### config.mk
export PLATFORM = sky130hd
export DESIGN_NAME = hsv_core_commit_arb_flat
export DESIGN_NICKNAME = d
export VERILOG_FILES = /design/src/rtl/hsv_core_commit_arb_if.sv /design/src/rtl/hsv_core_commit_arb.sv /design/src/flat_wrapper.sv
export SDC_FILE = /design/constraint.sdc
export NUM_CORES = 1
export LEC_CHECK = 0
export ABC_AREA = 1
export ABC_CLOCK_PERIOD_IN_PS = 2000
export BUFFER_PORTS_ARGS = -buffer_cell sky130_fd_sc_hd__buf_4
export CAP_MARGIN = 25
export CORE_AREA = 2 2 137 139
export CTS_CLUSTER_DIAMETER = 50
export DETAILED_ROUTE_END_ITERATION = 8
export DIE_AREA = 0 0 139 141
export PLACE_DENSITY = 0.56
export SYNTH_ARGS = -nofsm -noshare
export SYNTH_HDL_FRONTEND = slang
export SYNTH_SLANG_ARGS = --single-unit
### constraint.sdc
create_clock -name clk_core -period 2 [get_ports clk_core]
set_input_delay 0.4 -clock clk_core [delete_from_list [all_inputs] [get_ports clk_core]]
set_output_delay 0.4 -clock clk_core [all_outputs]
set_load 0.02 [all_outputs]
### src/rtl/hsv_core_commit_arb_if.sv
// hsv_core_commit_arb_if: bundles the flush handshake, issue-side scoreboard
// update, execution-unit result channels and register-file write port that
// connect the hsv_core commit arbiter to the rest of the pipeline.
// The arbiter connects through the slave modport. The pipeline connects
// through the master modport.
interface hsv_core_commit_arb_if #(
    parameter int NUM_UNITS = 5,
    parameter int DATA_W    = 32,
    parameter int TOKEN_W   = 2,
    parameter int REG_N     = 32
);
    localparam int RA_W = $clog2(REG_N);

    logic                          flush_req;
    logic                          flush_ack;

    logic                          issue_fire_i;
    logic                          issue_rd_we_i;
    logic [RA_W-1:0]               issue_rd_i;

    logic [NUM_UNITS-1:0]          unit_valid_i;
    logic [NUM_UNITS-1:0]          unit_ready_o;
    logic [NUM_UNITS*TOKEN_W-1:0]  unit_token_i;
    logic [NUM_UNITS-1:0]          unit_rd_we_i;
    logic [NUM_UNITS*RA_W-1:0]     unit_rd_i;
    logic [NUM_UNITS*DATA_W-1:0]   unit_rd_data_i;

    logic                          wr_en;
    logic [RA_W-1:0]               wr_addr;
    logic [DATA_W-1:0]             wr_data;

    logic                          commit_o;
    logic [TOKEN_W-1:0]            commit_token;
    logic [REG_N-1:0]              commit_mask;
    logic [63:0]                   instret_o;

    modport master (
        output flush_req, issue_fire_i, issue_rd_we_i, issue_rd_i,
               unit_valid_i, unit_token_i, unit_rd_we_i, unit_rd_i, unit_rd_data_i,
        input  flush_ack, unit_ready_o, wr_en, wr_addr, wr_data,
               commit_o, commit_token, commit_mask, instret_o
    );

    modport slave (
        input  flush_req, issue_fire_i, issue_rd_we_i, issue_rd_i,
               unit_valid_i, unit_token_i, unit_rd_we_i, unit_rd_i, unit_rd_data_i,
        output flush_ack, unit_ready_o, wr_en, wr_addr, wr_data,
               commit_o, commit_token, commit_mask, instret_o
    );
endinterface

### src/rtl/hsv_core_commit_arb.sv
// hsv_core_commit_arb: in-order commit arbiter for the hsv_core pipeline.
// The arbiter accepts execution-unit results strictly in token order. It
// drives a registered register-file write port and keeps the pending-write
// scoreboard (commit_mask) that issue uses for hazard stalls. It also
// acknowledges pipeline flushes.
// Optional feature macro: HSV_COMMIT_INSTRET_EN. When defined, the arbiter
// adds a 64-bit retired-instruction counter on instret_o. When undefined,
// instret_o is tied to zero.
module hsv_core_commit_arb #(
    parameter int NUM_UNITS = 5,
    parameter int DATA_W    = 32,
    parameter int TOKEN_W   = 2,
    parameter int REG_N     = 32
) (
    input  logic                 clk_core,
    input  logic                 rst_core,
    hsv_core_commit_arb_if.slave bus
);
    localparam int RA_W = $clog2(REG_N);

    logic [TOKEN_W-1:0]   exp_tok;
    logic [NUM_UNITS-1:0] match;
    logic [NUM_UNITS-1:0] ready;
    logic                 accept;
    logic                 sel_we;
    logic [RA_W-1:0]      sel_rd;
    logic [DATA_W-1:0]    sel_data;
    logic                 issue_set;

    logic                 wr_en_q;
    logic [RA_W-1:0]      wr_addr_q;
    logic [DATA_W-1:0]    wr_data_q;
    logic                 commit_q;
    logic                 flush_ack_q;
    logic [REG_N-1:0]     mask_q;
    logic [REG_N-1:0]     mask_next;

    // A unit is a candidate when its result carries the token we expect next.
    always_comb begin
        match = '0;
        for (int k = 0; k < NUM_UNITS; k++) begin
            match[k] = bus.unit_valid_i[k] &&
                       (bus.unit_token_i[k*TOKEN_W +: TOKEN_W] == exp_tok);
        end
    end

    // Grant the lowest matching unit. The scan runs downwards so the lowest
    // index overwrites any higher match. A flush suppresses every grant.
    always_comb begin
        ready    = '0;
        sel_we   = 1'b0;
        sel_rd   = '0;
        sel_data = '0;
        for (int k = NUM_UNITS - 1; k >= 0; k--) begin
            if (match[k]) begin
                ready    = '0;
                ready[k] = 1'b1;
                sel_we   = bus.unit_rd_we_i[k];
                sel_rd   = bus.unit_rd_i[k*RA_W +: RA_W];
                sel_data = bus.unit_rd_data_i[k*DATA_W +: DATA_W];
            end
        end
        if (bus.flush_req) begin
            ready = '0;
        end
    end

    assign accept    = |ready;
    assign issue_set = bus.issue_fire_i && bus.issue_rd_we_i && (bus.issue_rd_i != '0);

    // Scoreboard update: a landed write clears its bit and a new issue sets
    // one. The set is applied last so that it wins on a same-bit collision.
    // x0 is never tracked.
    always_comb begin
        mask_next = mask_q;
        if (wr_en_q) begin
            mask_next[wr_addr_q] = 1'b0;
        end
        if (issue_set) begin
            mask_next[bus.issue_rd_i] = 1'b1;
        end
        mask_next[0] = 1'b0;
    end

    // Token counter, registered write port and scoreboard. A flush discards
    // the in-flight state but leaves the last addr/data values in place.
    always_ff @(posedge clk_core) begin
        if (rst_core) begin
            exp_tok   <= '0;
            wr_en_q   <= 1'b0;
            wr_addr_q <= '0;
            wr_data_q <= '0;
            commit_q  <= 1'b0;
            mask_q    <= '0;
        end else if (bus.flush_req) begin
            exp_tok  <= '0;
            wr_en_q  <= 1'b0;
            commit_q <= 1'b0;
            mask_q   <= '0;
        end else begin
            mask_q   <= mask_next;
            commit_q <= accept;
            if (accept) begin
                exp_tok   <= exp_tok + TOKEN_W'(1);
                wr_en_q   <= sel_we && (sel_rd != '0);
                wr_addr_q <= sel_rd;
                wr_data_q <= sel_data;
            end else begin
                wr_en_q <= 1'b0;
            end
        end
    end

    // The flush acknowledge tracks the request with one cycle of delay.
    always_ff @(posedge clk_core) begin
        if (rst_core) begin
            flush_ack_q <= 1'b0;
        end else begin
            flush_ack_q <= bus.flush_req;
        end
    end

`ifdef HSV_COMMIT_INSTRET_EN
    logic [63:0] instret_q;

    // Count retirements. The count survives flushes and wraps naturally.
    always_ff @(posedge clk_core) begin
        if (rst_core) begin
            instret_q <= '0;
        end else if (commit_q) begin
            instret_q <= instret_q + 64'd1;
        end
    end

    assign bus.instret_o = instret_q;
`else
    assign bus.instret_o = '0;
`endif

    assign bus.unit_ready_o = ready;
    assign bus.wr_en        = wr_en_q;
    assign bus.wr_addr      = wr_addr_q;
    assign bus.wr_data      = wr_data_q;
    assign bus.commit_o     = commit_q;
    assign bus.commit_token = exp_tok;
    assign bus.commit_mask  = mask_q;
    assign bus.flush_ack    = flush_ack_q;

    // Two units presenting the expected token at once is a protocol error.
    a_unique_token: assert property (@(posedge clk_core) disable iff (rst_core)
        $onehot0(match));

    // Issue must not dispatch a writer to a register that is still pending.
    a_no_pending_writer: assert property (@(posedge clk_core) disable iff (rst_core)
        !(issue_set && mask_q[bus.issue_rd_i]));
endmodule

### src/flat_wrapper.sv
// flat-port wrapper written by rule: the top's interface ports become plain ports
module hsv_core_commit_arb_flat 
#(
    parameter int NUM_UNITS = 5,
    parameter int DATA_W    = 32,
    parameter int TOKEN_W   = 2,
    parameter int REG_N     = 32
)
  (clk_core, rst_core, bus_flush_req, bus_issue_fire_i, bus_issue_rd_we_i, bus_issue_rd_i, bus_unit_valid_i, bus_unit_token_i, bus_unit_rd_we_i, bus_unit_rd_i, bus_unit_rd_data_i, bus_flush_ack, bus_unit_ready_o, bus_wr_en, bus_wr_addr, bus_wr_data, bus_commit_o, bus_commit_token, bus_commit_mask, bus_instret_o);
  hsv_core_commit_arb_if #(.NUM_UNITS(NUM_UNITS), .DATA_W(DATA_W), .TOKEN_W(TOKEN_W), .REG_N(REG_N)) bus_i ();
  input  logic clk_core;
  input  logic rst_core;
  input wire logic [$bits(bus_i.flush_req)-1:0] bus_flush_req;
  input wire logic [$bits(bus_i.issue_fire_i)-1:0] bus_issue_fire_i;
  input wire logic [$bits(bus_i.issue_rd_we_i)-1:0] bus_issue_rd_we_i;
  input wire logic [$bits(bus_i.issue_rd_i)-1:0] bus_issue_rd_i;
  input wire logic [$bits(bus_i.unit_valid_i)-1:0] bus_unit_valid_i;
  input wire logic [$bits(bus_i.unit_token_i)-1:0] bus_unit_token_i;
  input wire logic [$bits(bus_i.unit_rd_we_i)-1:0] bus_unit_rd_we_i;
  input wire logic [$bits(bus_i.unit_rd_i)-1:0] bus_unit_rd_i;
  input wire logic [$bits(bus_i.unit_rd_data_i)-1:0] bus_unit_rd_data_i;
  output wire logic [$bits(bus_i.flush_ack)-1:0] bus_flush_ack;
  output wire logic [$bits(bus_i.unit_ready_o)-1:0] bus_unit_ready_o;
  output wire logic [$bits(bus_i.wr_en)-1:0] bus_wr_en;
  output wire logic [$bits(bus_i.wr_addr)-1:0] bus_wr_addr;
  output wire logic [$bits(bus_i.wr_data)-1:0] bus_wr_data;
  output wire logic [$bits(bus_i.commit_o)-1:0] bus_commit_o;
  output wire logic [$bits(bus_i.commit_token)-1:0] bus_commit_token;
  output wire logic [$bits(bus_i.commit_mask)-1:0] bus_commit_mask;
  output wire logic [$bits(bus_i.instret_o)-1:0] bus_instret_o;
  assign bus_i.flush_req = bus_flush_req;
  assign bus_i.issue_fire_i = bus_issue_fire_i;
  assign bus_i.issue_rd_we_i = bus_issue_rd_we_i;
  assign bus_i.issue_rd_i = bus_issue_rd_i;
  assign bus_i.unit_valid_i = bus_unit_valid_i;
  assign bus_i.unit_token_i = bus_unit_token_i;
  assign bus_i.unit_rd_we_i = bus_unit_rd_we_i;
  assign bus_i.unit_rd_i = bus_unit_rd_i;
  assign bus_i.unit_rd_data_i = bus_unit_rd_data_i;
  assign bus_flush_ack = bus_i.flush_ack;
  assign bus_unit_ready_o = bus_i.unit_ready_o;
  assign bus_wr_en = bus_i.wr_en;
  assign bus_wr_addr = bus_i.wr_addr;
  assign bus_wr_data = bus_i.wr_data;
  assign bus_commit_o = bus_i.commit_o;
  assign bus_commit_token = bus_i.commit_token;
  assign bus_commit_mask = bus_i.commit_mask;
  assign bus_instret_o = bus_i.instret_o;
  hsv_core_commit_arb #(.NUM_UNITS(NUM_UNITS), .DATA_W(DATA_W), .TOKEN_W(TOKEN_W), .REG_N(REG_N)) u_core (.clk_core(clk_core), .rst_core(rst_core), .bus(bus_i));
endmodule
==> metrics, run 1 <==
outcome complete, no violations; worst r2r dst u_core.bus.wr_data[19]; Area Growth Syn to Fin 62.2%; Synth Cell Area 5400 µm²; vias after detailed routing 6,709; first-pass GRT wire length 34.7 mm; Post-Route WL 23.5 mm; GRT Total Usage 22.7%; DR WL/cell 16.2 µm; CTS tree yes; TritonRoute pass-1 iters 5; Layout Skew 6.66 ps; Core ar. 18,300 µm²; met2 routed WL 11.8 mm; Gate Count Post-Synth 884; worst-path fanout max 5; Initial Utilization 29.5%; post-route setup slack 2.97 ps; Via density 4.64; Final Critical Period 2000 ps; Remaining Overflow, GRT 0; Leakage 4.50 nW; nets@finish 1,421; cell area after layout 8750 µm²; Port-buffer cells 292; max frequency 501 MHz; slew of the pin with the lowest slew margin 949 ps; setup TNS 0 ps; routability congestion estimate 0.826; drt drc 0; most common cell after layout, fill and taps aside buf_4; Worst setup EP type primary output; startpoint types flop; Placed Area 7860 µm²; Ys Warns 0; Crit Reg-Reg Startpoint u_core.bus.commit_token[0]; Rows 50; RSZ-0062 raised after global routing true; Die Y-Extent 141 µm; die area 19,600 µm²; Finish-stage setup viols 0; Setup crit end bus_unit_ready_o[4]; vias in the first global route 6,176; worst skew pair latency 340 ps; number of I/O pins 358; Top Layer Used met4; sequential element share of the synthesized area 27.1%; synthesized area per cell 6.10 µm²; Cell Count, Final, Fillers Out 1,445; Min-Delay Path Class in -> reg; largest net degree at the start of global routing 43; Final Hold Vio Count 0; CTS Root Cell clkbuf_16; Worst slew margin 36.7%; CP Class reg -> out; M1 wire length 9.64 mm; Hold Buf Count CTS 0; Worst R2R Path Depth 13; layout cells sized above 1 38.2%; Clock Tree Buf Depth 2; setup slack, reg-to-reg 50 ps; DP Worst Slack -76.3 ps; met3 WL 1.68 mm; initial antenna violation count 0; WP data required 1600 ps; pins over their slew limit 0; Max Cap Viol 0; Sink Count 73; post-synthesis register bit count 73; Antenna Nets Post-Route 0; Die W 139 µm; most frequent cells in the layout 330 x buf_4, 252 x nand2_1, 75 x nand3_1; H-tree depth 3; period utilization 99.9%; Synth cell types 31; cts bufs inserted 9; Placed Cells 1,405; antenna diode count 0; Worst Path Arrival 1600 ps; PD cells 585 nW/µm²; 1st-iter DRT viols 360; Critical Path Start u_core.bus.commit_token[0]; CTS clk-pin slew, worst paths 60 ps; DP Wirelength 17.7 mm; Max VDD drop 433 µV
synth_stat cells (all sizes together):
cell | count | area share (%)
nand3 | 80 | 7.8
or2 | 26 | 3.0
o21a | 21 | 2.9
nand2 | 259 | 18
a21boi | 2 | 0.28
inv | 72 | 5.0
o21ai | 68 | 6.4
clkinv | 1 | 0.070
conb | 1 | 0.070
nor3 | 10 | 0.93
clkbuf | 17 | 1.2
buf | 95 | 12
a21oi | 57 | 5.5
dfxtp | 73 | 27
o211ai | 1 | 0.39
nor2 | 73 | 5.5
and3 | 1 | 0.12
o22ai | 24 | 2.8
xnor2 | 3 | 0.49
report_power, final:
part           internal (mW)  switching, mW
logic                  0.851          0.990
clock network          0.975          0.678
registers               1.55         0.0748
total                   3.38           1.74
layer usage:
metal	global-route usage, %	vias to the layer above
met3	5.33	23
li1	-	3374
met2	40.4	283
met1	27.9	3029
met4	4.94	0
met5	0	-
area by class of cell:
| type | instances | area, µm² |
|---|---|---|
| Fill cell | 1947 | 9520 |
| Timing Repair Buffer | 358 | 2970 |
| Tap cell | 234 | 293 |
| Clock buffer | 9 | 225 |
| Sequential cell | 73 | 1470 |
| Multi-Input combinational cell | 691 | 3440 |
| Inverter | 73 | 284 |
| Clock inverter | 7 | 76.3 |
kinds of logic after synthesis:
kind of cell / share of synthesized area (%)
compound gates: 18.3
xor+xnor: 0.487
buf+inv: 18.6
flops: 27.1
other cells: 0.0695
simple gates: 35.6
timing repair:
| item | CTS | global route |
|---|---|---|
| buffers inserted | 14 | 5 |
| endpoints found under the setup margin | 8 | 44 |
| resized for setup | 26 | 62 |
| cloned | 4 | 3 |
| pin swaps | 15 | 19 |
worst max-delay path, cell delays in order (launching register included):
cell	delay (ps)
dfxtp_4	360
buf_6	140
a21oi_4	150
nand3_4	100
buf_6	130
nand2_2	60
inv_2	50
nand3_4	80
inv_2	50
buf_6	120
flip-flops by register name, indices dropped and copies added, names as in the netlist:
signal	count
u_core.bus.wr_data	32
u_core.bus.commit_token	2
u_core.bus.wr_addr	5
u_core.bus.wr_en	1
u_core.bus.commit_mask	31
u_core.bus.commit_o	1
u_core.bus.flush_ack	1
worst min-delay path by stage:
stage	from	cells past startpoint	to
after global routing	rst_core	2	u_core.bus.commit_o
final	rst_core	2	u_core.bus.flush_ack
after CTS	rst_core	2	u_core.bus.flush_ack
after global placement	u_core.bus.commit_mask[27]	2	u_core.bus.commit_mask[27]
after floorplan	rst_core	1	u_core.bus.flush_ack
after detailed placement	u_core.bus.commit_mask[27]	2	u_core.bus.commit_mask[27]
stage by stage:
stage | total power, mW | util [%] | hold slack [ps]
global placement | 3.29 | 43.0 | 464
finish | 5.12 | 47.9 | 261
global route | 5.42 | 47.9 | 262
detailed placement | 3.29 | 43.0 | 468
floorplan | 2.59 | - | 472
CTS | 5.08 | 46.5 | 247
No activity file was read; power rests on OpenSTA's default activity.
==> run 2: changes to the inputs <==
Settings changed: PLACE_DENSITY 0.56 to 0.68.
==> run 2 against run 1 <==
Against the previous run: the flow now finishes with violations (setup timing); setup slack lost 50 ps; die area is the same; non-clock buffer count shrank 9; design area shrank 2.9%; register-to-register slack lost 30 ps; count of clock-buffer cells in the layout is the same; power shrank 1.5%; final cell count shrank 0.62%; highest routed layer unchanged; hold slack lost 0.98 ps; clock power is essentially flat; fmax shrank 2.5%; global-route usage shrank 1.6 points.
==> metrics, run 2 (same netlist as run 1, synthesis figures left out) <==
outcome finished with violations; failing checks setup timing; hold-critical path depth 2 (unchanged); worst skew pair latency 340 ps (about the same); number of I/O pins 358 (unchanged); period utilization 102% (+2.5 points); 1st-iter DRT viols 297 (-18%); DP Worst Slack 30.5 ps (+107 ps); Final Hold Vio Count 0 (unchanged); nets@finish 1,412 (-0.63%); Worst setup EP type primary output; pins over their slew limit 0 (unchanged); routability congestion estimate 0.873 (+5.7%); max frequency 488 MHz (-2.5%); Layout Skew 7.72 ps (+1.06 ps); TritonRoute pass-1 iters 5 (unchanged); H-tree depth 3 (unchanged); CP Class reg -> out; CTS Root Cell clkbuf_16; Finish-stage setup viols 4 (+4); Worst Path Arrival 1650 ps (+50 ps); Initial Utilization 29.5% (unchanged); drt drc 0 (unchanged); Placed Area 7780 µm² (-0.96%); Final Critical Period 2050 ps (+50.4 ps); DP Wirelength 17.3 mm (-2.2%); Port-buffer cells 292 (unchanged); CTS clk-pin slew, worst paths 60 ps (about the same); cts bufs inserted 9 (unchanged); Core ar. 18,300 µm² (unchanged); Min-Delay Path Class in -> reg; most frequent cells in the layout 321 x buf_4, 255 x nand2_1, 77 x nand3_1; Crit Reg-Reg Startpoint u_core.bus.commit_token[1]; initial antenna violation count 0 (unchanged); Max VDD drop 363 µV (-16%); total power 5.04 mW (-1.5%); startpoint types flop; Post-Route WL 22.9 mm (-2.2%); setup slack, reg-to-reg 20 ps (-30 ps); antenna diode count 0 (unchanged); Die Y-Extent 141 µm (unchanged); Antenna Nets Post-Route 0 (unchanged); Clock Tree Buf Depth 2 (unchanged); Die W 139 µm (unchanged); slew of the pin with the lowest slew margin 565 ps (-384 ps); Max Cap Viol 0 (unchanged); PD cells 593 nW/µm² (+1.4%); Remaining Overflow, GRT 0 (unchanged); largest net degree at the start of global routing 43 (unchanged); Largest register FFs 32 (unchanged); WP data required 1600 ps (about the same); first-pass GRT wire length 32.4 mm (-6.8%); vias after detailed routing 6,751 (+0.63%); Sink Count 73 (unchanged); Hold Path End u_core.bus.flush_ack; most common cell after layout, fill and taps aside buf_4; die area 19,600 µm² (unchanged); Via density 4.70 (+1.3%); Area Growth Syn to Fin 57.5%; Core Util, Final 46.5% (-1.4 points); RSZ-0062 raised after global routing true; worst r2r dst u_core.bus.wr_data[15]; CTS tree yes; Rows 50 (unchanged); worst-path fanout max 4 (-1); Worst R2R Path Depth 12 (-1); Hold Crit Start rst_core; post-route setup slack -47.4 ps (-50.4 ps); GRT Total Usage 21.1% (-1.6 points); cell area after layout 8500 µm² (-2.9%); DR WL/cell 16.0 µm (-1.6%); vias in the first global route 5,933 (-3.9%); Leakage 4.39 nW (-2.3%); Worst slew margin 62.2% (+26 points); layout cells sized above 1 35.9% (-2.3 points)
-- run 2: cell count changes in the layout (fill, tap and decap cells not counted), sizes merged --
cell | previous run | this run
buf | 354 | 344
clkbuf | 11 | 14
bufinv | 1 | 0
clkinvlp | 2 | 3
clkinv | 3 | 1
inv | 74 | 76
bufbuf | 2 | 0
-- run 2: repair_timing --
item / CTS / global route
pin swaps: 10 / 18
hold buffers: 0 / 0
gates resized for setup: 16 / 32
gates cloned: 0 / 9
endpoints found under the setup margin: 4 / 39
setup buffers: 7 / 5
-- run 2: worst max-delay path, stage by stage (launching register included) --
cell	delay, ps
dfxtp_4	360
buf_6	130
xnor2_4	180
o211ai_4	110
buf_6	130
buf_6	110
nor2_4	150
buf_6	140
-- run 2: worst max-delay path by stage --
stage                          startpoint  slack [ps]  depth (start not counted)                endpoint
2_1_floorplan  u_core.bus.commit_token[1]           6                         10  u_core.bus.wr_data[11]
4_1_cts        u_core.bus.commit_token[0]         -50                          8     bus_unit_ready_o[3]
3_3_place_gp          bus_unit_token_i[7]          80                         13   u_core.bus.wr_data[1]
3_5_place_dp          bus_unit_token_i[4]          30                         11  u_core.bus.wr_data[13]
5_1_grt        u_core.bus.commit_token[0]        -110                         10     bus_unit_ready_o[4]
6_report       u_core.bus.commit_token[0]         -50                          7     bus_unit_ready_o[0]
-- run 2: metrics by stage --
stage,TNS (ps),instances,hold WS (ps)
floorplan,0,948,472
global placement,0,1400,462
detailed placement,0,1400,472
CTS,-107,1423,250
global route,-2850,1436,257
finish,-111,1436,260
-- run 2: layout make-up --
class	count	area, µm²
Sequential cell	73	1470
Clock buffer	9	225
Inverter	73	282
Multi-Input combinational cell	691	3300
Tap cell	234	293
Clock inverter	7	62.6
Timing Repair Buffer	349	2860
Fill cell	1928	9770
-- run 2: per-layer routing --
metal / track usage [%] / part of all wire [%] / wire, µm
met1: 24.7 / 39 / 9050
met4: 8.67 / 3.0 / 679
met5: 0 / 0 / 0
met3: 4.21 / 7.1 / 1640
met2: 37.9 / 50 / 11600
-- run 2: report_power, final --
| group | internal, mW | switching (mW) |
|---|---|---|
| registers | 1.55 | 0.0769 |
| logic | 0.814 | 0.975 |
| clock network | 0.868 | 0.759 |
| total | 3.23 | 1.81 |
